`src/rtl/sin_pkg.sv`:
```
// rtl/sin_pkg.sv - shared types and constants for the sine measurement stage
// Contents:
//   SIN_W         sample width of the sine generator stream
//   meas_state_e  measurement FSM states (IDLE, ARM, MEAS)
//   sin_sample_t  signed sample type
//   sin_max/min   signed max/min helpers used by the peak/trough trackers
package sin_pkg;

    localparam int SIN_W = 9;

    typedef enum logic [1:0] {
        ST_IDLE = 2'd0,
        ST_ARM  = 2'd1,
        ST_MEAS = 2'd2
    } meas_state_e;

    typedef logic signed [SIN_W-1:0] sin_sample_t;

    function automatic sin_sample_t sin_max(input sin_sample_t a, input sin_sample_t b);
        return (a > b) ? a : b;
    endfunction

    function automatic sin_sample_t sin_min(input sin_sample_t a, input sin_sample_t b);
        return (a < b) ? a : b;
    endfunction

endpackage

```
`src/rtl/sin_zc_det.sv`:
```
// rtl/sin_zc_det.sv - rising zero-crossing detector for the signed sample stream
// Ports:
//   clk, resetb  clock, asynchronous active-low reset
//   clear        forces the remembered sign to 0 (held while the meter is idle)
//   sin_in       current signed sample
//   xing         combinational: previous sample negative, current sample non-negative
module sin_zc_det
    import sin_pkg::*;
(
    input  logic        clk,
    input  logic        resetb,
    input  logic        clear,
    input  sin_sample_t sin_in,
    output logic        xing
);

    logic prev_sign_q;
    logic prev_sign_d;

    always_comb begin
        prev_sign_d = clear ? 1'b0 : sin_in[SIN_W-1];
    end

    always_ff @(posedge clk or negedge resetb) begin
        if (!resetb) begin
            prev_sign_q <= 1'b0;
        end else begin
            prev_sign_q <= prev_sign_d;
        end
    end

    assign xing = prev_sign_q & ~sin_in[SIN_W-1];

endmodule

```
`src/rtl/sin_meter.sv`:
```
// rtl/sin_meter.sv - period / peak / trough meter for the sine generator output
// Build option: define SIN_METER_TROUGH_EN to track the per-period minimum;
// otherwise trough_out is a constant zero and no trough logic exists.
// Ports:
//   clk, resetb   clock, asynchronous active-low reset
//   en            measurement enable
//   sin_in        signed sample, one per clock
//   meas_ready    consumer accepts the held result
//   meas_valid    result held in the output register
//   period_out    cycles between consecutive rising crossings (saturating)
//   peak_out      signed maximum sample of the period
//   trough_out    signed minimum sample of the period (or 0)
//   overflow      period counter saturated during this period
//   dropped       results were lost since the previously accepted one
module sin_meter
    import sin_pkg::*;
#(
    parameter int CNT_W = 20
) (
    input  logic               clk,
    input  logic               resetb,
    input  logic               en,
    input  logic signed [8:0]  sin_in,
    input  logic               meas_ready,
    output logic               meas_valid,
    output logic [CNT_W-1:0]   period_out,
    output logic signed [8:0]  peak_out,
    output logic signed [8:0]  trough_out,
    output logic               overflow,
    output logic               dropped
);

    meas_state_e      state_q, state_d;
    logic [CNT_W-1:0] cnt_q, cnt_d;
    sin_sample_t      peak_q, peak_d;
    logic             ovf_q, ovf_d;

    logic             valid_q, valid_d;
    logic [CNT_W-1:0] period_out_q, period_out_d;
    sin_sample_t      peak_out_q, peak_out_d;
    logic             ovf_out_q, ovf_out_d;
    logic             dropped_q, dropped_d;
    logic             drop_acc_q, drop_acc_d;

`ifdef SIN_METER_TROUGH_EN
    sin_sample_t      trough_q, trough_d;
    sin_sample_t      trough_out_q, trough_out_d;
`endif

    logic xing;
    logic zc_clear;
    logic emit;
    logic xfer;

    assign zc_clear = (state_q == ST_IDLE);

    sin_zc_det u_zc (
        .clk    (clk),
        .resetb (resetb),
        .clear  (zc_clear),
        .sin_in (sin_in),
        .xing   (xing)
    );

    always_comb begin
        state_d = state_q;
        cnt_d   = cnt_q;
        peak_d  = peak_q;
        ovf_d   = ovf_q;
`ifdef SIN_METER_TROUGH_EN
        trough_d = trough_q;
`endif
        emit    = 1'b0;

        case (state_q)
            ST_IDLE: begin
                if (en) begin
                    state_d = ST_ARM;
                end
            end
            ST_ARM, ST_MEAS: begin
                if (!en) begin
                    // Partial period is abandoned; ARM will wait for a fresh crossing.
                    state_d = ST_IDLE;
                end else if (xing) begin
                    // The crossing sample both closes the current period and
                    // opens the next one, so back-to-back periods lose no cycle.
                    emit    = (state_q == ST_MEAS);
                    state_d = ST_MEAS;
                    cnt_d   = CNT_W'(1);
                    peak_d  = sin_in;
                    ovf_d   = 1'b0;
`ifdef SIN_METER_TROUGH_EN
                    trough_d = sin_in;
`endif
                end else if (state_q == ST_MEAS) begin
                    if (&cnt_q) begin
                        ovf_d = 1'b1;
                    end else begin
                        cnt_d = cnt_q + 1'b1;
                    end
                    peak_d = sin_max(peak_q, sin_in);
`ifdef SIN_METER_TROUGH_EN
                    trough_d = sin_min(trough_q, sin_in);
`endif
                end
            end
            default: begin
                state_d = ST_IDLE;
            end
        endcase
    end

    // Single-entry output register; a result arriving while the previous one is
    // still unaccepted is discarded and remembered in drop_acc.
    always_comb begin
        valid_d      = valid_q;
        period_out_d = period_out_q;
        peak_out_d   = peak_out_q;
        ovf_out_d    = ovf_out_q;
        dropped_d    = dropped_q;
        drop_acc_d   = drop_acc_q;
`ifdef SIN_METER_TROUGH_EN
        trough_out_d = trough_out_q;
`endif
        xfer = valid_q & meas_ready;

        if (emit) begin
            if (!valid_q || xfer) begin
                valid_d      = 1'b1;
                period_out_d = cnt_q;
                peak_out_d   = peak_q;
                ovf_out_d    = ovf_q;
                dropped_d    = drop_acc_q;
                drop_acc_d   = 1'b0;
`ifdef SIN_METER_TROUGH_EN
                trough_out_d = trough_q;
`endif
            end else begin
                drop_acc_d = 1'b1;
            end
        end else if (xfer) begin
            valid_d = 1'b0;
        end
    end

    always_ff @(posedge clk or negedge resetb) begin
        if (!resetb) begin
            state_q      <= ST_IDLE;
            cnt_q        <= '0;
            peak_q       <= '0;
            ovf_q        <= 1'b0;
            valid_q      <= 1'b0;
            period_out_q <= '0;
            peak_out_q   <= '0;
            ovf_out_q    <= 1'b0;
            dropped_q    <= 1'b0;
            drop_acc_q   <= 1'b0;
`ifdef SIN_METER_TROUGH_EN
            trough_q     <= '0;
            trough_out_q <= '0;
`endif
        end else begin
            state_q      <= state_d;
            cnt_q        <= cnt_d;
            peak_q       <= peak_d;
            ovf_q        <= ovf_d;
            valid_q      <= valid_d;
            period_out_q <= period_out_d;
            peak_out_q   <= peak_out_d;
            ovf_out_q    <= ovf_out_d;
            dropped_q    <= dropped_d;
            drop_acc_q   <= drop_acc_d;
`ifdef SIN_METER_TROUGH_EN
            trough_q     <= trough_d;
            trough_out_q <= trough_out_d;
`endif
        end
    end

    assign meas_valid = valid_q;
    assign period_out = period_out_q;
    assign peak_out   = peak_out_q;
    assign overflow   = ovf_out_q;
    assign dropped    = dropped_q;

`ifdef SIN_METER_TROUGH_EN
    assign trough_out = trough_out_q;
`else
    assign trough_out = 9'sh000;
`endif

endmodule

```
`config.mk`:
```
export PLATFORM = sky130hd
export DESIGN_NAME = sin_meter
export DESIGN_NICKNAME = d
export VERILOG_FILES = /design/src/rtl/sin_pkg.sv /design/src/rtl/sin_zc_det.sv /design/src/rtl/sin_meter.sv
export SDC_FILE = /design/constraint.sdc
export NUM_CORES = 1
export LEC_CHECK = 0
export BUFFER_PORTS_ARGS = -buffer_cell sky130_fd_sc_hd__buf_2
export CAP_MARGIN = 15
export CORE_MARGIN = 1
export CORE_UTILIZATION = 56
export DETAILED_ROUTE_END_ITERATION = 16
export PLACE_DENSITY = 0.77
export SYNTH_ARGS = -nofsm -noshare
export SYNTH_HDL_FRONTEND = slang
export SYNTH_SLANG_ARGS = --single-unit
```
`constraint.sdc`:
```
create_clock -name clk -period 2.45 [get_ports clk]
set_clock_uncertainty 0.2 [all_clocks]
set_input_delay 0.49 -clock clk [delete_from_list [all_inputs] [get_ports clk]]
set_output_delay 0.49 -clock clk [all_outputs]
set_load 0.02 [all_outputs]
```
==> run metrics <==
Vias=around 2300; H-tree depth=3; average size of a mapped cell=11.6 sq um; PnR Total Power=roughly 2.6 mW; fmax=0.421 GHz; Die Y=around 78 microns; gr ovfl total=0; root buf cell=clkbuf_8; worst-path fanout max=6; cell taking the most area after synthesis=dfrtp_1; most common cell after layout, fill and taps aside=dfrtp_1; share of Yosys cell area claimed by the top area cell type=51.1%; Starting DRT DRC Count=153; Power Density=702 nW/um^2; Max IR drop VDD=0.000494 V; post-synthesis sequential area ratio=51.1%; largest net degree at the start of global routing=27; # IOs=54; DRT antenna net count=0; Post-DP HPWL=4.30 mm; Buffers on Ports=44; NumNets Final=363; vias in the first global route=2201; Reg2Reg Setup Slack=0.07 ns; max_cap viols=0; Worst EP required=2.47 ns; Post-Synthesis Cells=278; RSZ-0062 raised after global routing=false; most frequent cells in the layout=dfrtp_1 (66), buf_2 (44), mux2_2 (40), nor2_1 (21), nand2_1 (16); Final Max Slew Viols=0; share of layout cells above drive strength 1=between 30% and 40%; Worst Path Buf+Inv=1; setup_tns=0 ns; Via-to-Cell Ratio=5.53; total iterations of the first detailed-routing run=4; period utilisation layout=96.9%; crit path time final=2.38 ns; CTS tree=built; DR WL/cell=14.5 microns; worst stage delay on the critical path=~0.39 ns; Fin. Hold Viols=0; CTS buffer count=9; Initial Util=between 50% and 60%; Slew headroom=62.7%; Post-Syn Area=3230 sq um; delay-heaviest family, CP=compound AO/OA/AOI/OAI gates; clock slew at reported path FFs=around 0.070 ns; clock buffer depth=2; Post-Route WL=6.00 mm; design area=3770 sq um; worst path cell trace=ha_1, nand4_1, o31ai_1, a221oi_1, o21ai_2, buf_4, mux2_2; global-route wire length before repair=around 10 mm; Crit. End Element=register; run status=completed; # setup viols final=0; Clk Latency, worst-skew pair=0.34 ns; yosys warns=0; antenna diode count=0; CP startpoint kind=register; Hold Crit Class=in2reg; CP Class=reg2reg; placeable core area=5540 sq um; CTS sink cnt=66; Post-DP Area=about 3600 sq um; hold_ws=~0.20 ns; RD Place Congestion=0.862; Slew @ Worst Pin=around 0.56 ns; synthesis-stage register bit count=66; All-Layer GR Usage=21.8%; die footprint=slightly above 6000 sq um; detailed-route DRC error count=0; P_leak=between 1.5 and 2 nW; arrival time at the worst endpoint=2.40 ns; Synth cell types=between 40 and 50; initial antenna violation count=0; row cnt=27; top post-synthesis cells by area=dfrtp_1 (51%), mux2_2 (14%), ha_1 (4.6%), xnor2_1 (4.1%), nor2_1 (2.4%); Area growth, synth to finish=16.8%; Final Util=68.1%; slowest cell on the critical path=dfrtp_1; Die Span X=~78 microns
[power by group]
group	internal, mW	switching (mW)	total (mW)
Combinational	0.246	0.296	0.543
Clock	0.412	0.395	0.807
Sequential	1.21	0.0897	1.30
[registers in the layout, summed over array words and instances (netlist names)]
name	cells
peak_q	9
meas_valid	1
period_out	20
drop_acc_q	1
overflow	1
peak_out	9
ovf_q	1
u_zc.prev_sign_q	1
dropped	1
cnt_q	20
state_q	2
[cells by family after synthesis]
| logic type | synth area share [%] |
|---|---|
| AND/OR/NAND/NOR | 13.2 |
| flip-flops | 51.1 |
| multiplexers | 13.9 |
| buffers and inverters | 5.54 |
| AO/OA/AOI/OAI | 7.43 |
| XOR/XNOR | 4.07 |
| adder cells (fa/ha/maj) | 4.65 |
| other | 0.116 |
[timing repair]
action / in CTS / in global routing
endpoints found under the setup margin: 0 / 14
endpoints found under the hold margin: 22 / 0
setup buffers: 0 / 2
hold buffers: 1 / 0
gates resized for setup: 0 / 1
[per-layer routing]
layer / up-vias / track usage, % / routed length, microns
met4: 0 / 7.78 / 122
met3: 13 / 6.71 / 281
li1: 1082 / - / -
met5: - / 0 / 0
met1: 1138 / 26.2 / 2580
met2: 57 / 37.0 / 3020
[per-stage QoR]
step,instances,setup WS [ns]
6_report,414,0.0748
5_1_grt,414,0.00627
4_1_cts,412,0.00669
3_5_place_dp,396,-0.191
3_3_place_gp,396,-0.0996
2_1_floorplan,286,0.187
[Yosys cell counts, drive strengths merged]
| cell | n |
|---|---|
| a41o | 1 |
| nor4 | 6 |
| nand3 | 12 |
| o311ai | 1 |
| or3 | 1 |
| nand3b | 1 |
| nor2b | 1 |
| a221oi | 1 |
| mux2 | 40 |
| nand4 | 6 |
| dfrtp | 66 |
| ha | 12 |
| a21oi | 6 |
| a2111oi | 3 |
| a21boi | 2 |
| conb | 1 |
| o21ai | 8 |
| and2 | 1 |
| or2 | 2 |
| a31oi | 3 |
| xnor2 | 15 |
| and4 | 2 |
| clkbuf | 3 |
| a31o | 1 |
| nor3 | 4 |
| inv | 15 |
| a211oi | 4 |
| buf | 16 |
| nor2 | 21 |
| a311oi | 1 |
| nand2 | 16 |
| nand2b | 2 |
| and3 | 3 |
| o31ai | 1 |
[worst paths after layout]
path,start,endpoint,cells after the start
min,sin_in[5],peak_q[5]$_DFFE_PN0P_,2
max reg2reg,peak_q[4]$_DFFE_PN0P_,peak_q[6]$_DFFE_PN0P_,7
max,peak_q[4]$_DFFE_PN0P_,peak_q[6]$_DFFE_PN0P_,7
min in group asynchronous,resetb,period_out[19]$_DFFE_PN0P_,2
max in group asynchronous,resetb,peak_q[6]$_DFFE_PN0P_,3
min reg2reg,period_out[8]$_DFFE_PN0P_,period_out[8]$_DFFE_PN0P_,1
[layout make-up]
cell class	count	area (sq um)
clock buffers	12	155
fillers	453	1770
repair buffers	60	368
well taps	72	90.1
clock inverters	3	15.0
inverters	15	56.3
flip-flops and latches	66	1650
multi-input cells	186	1440
Power figures use the tool's default switching activity.
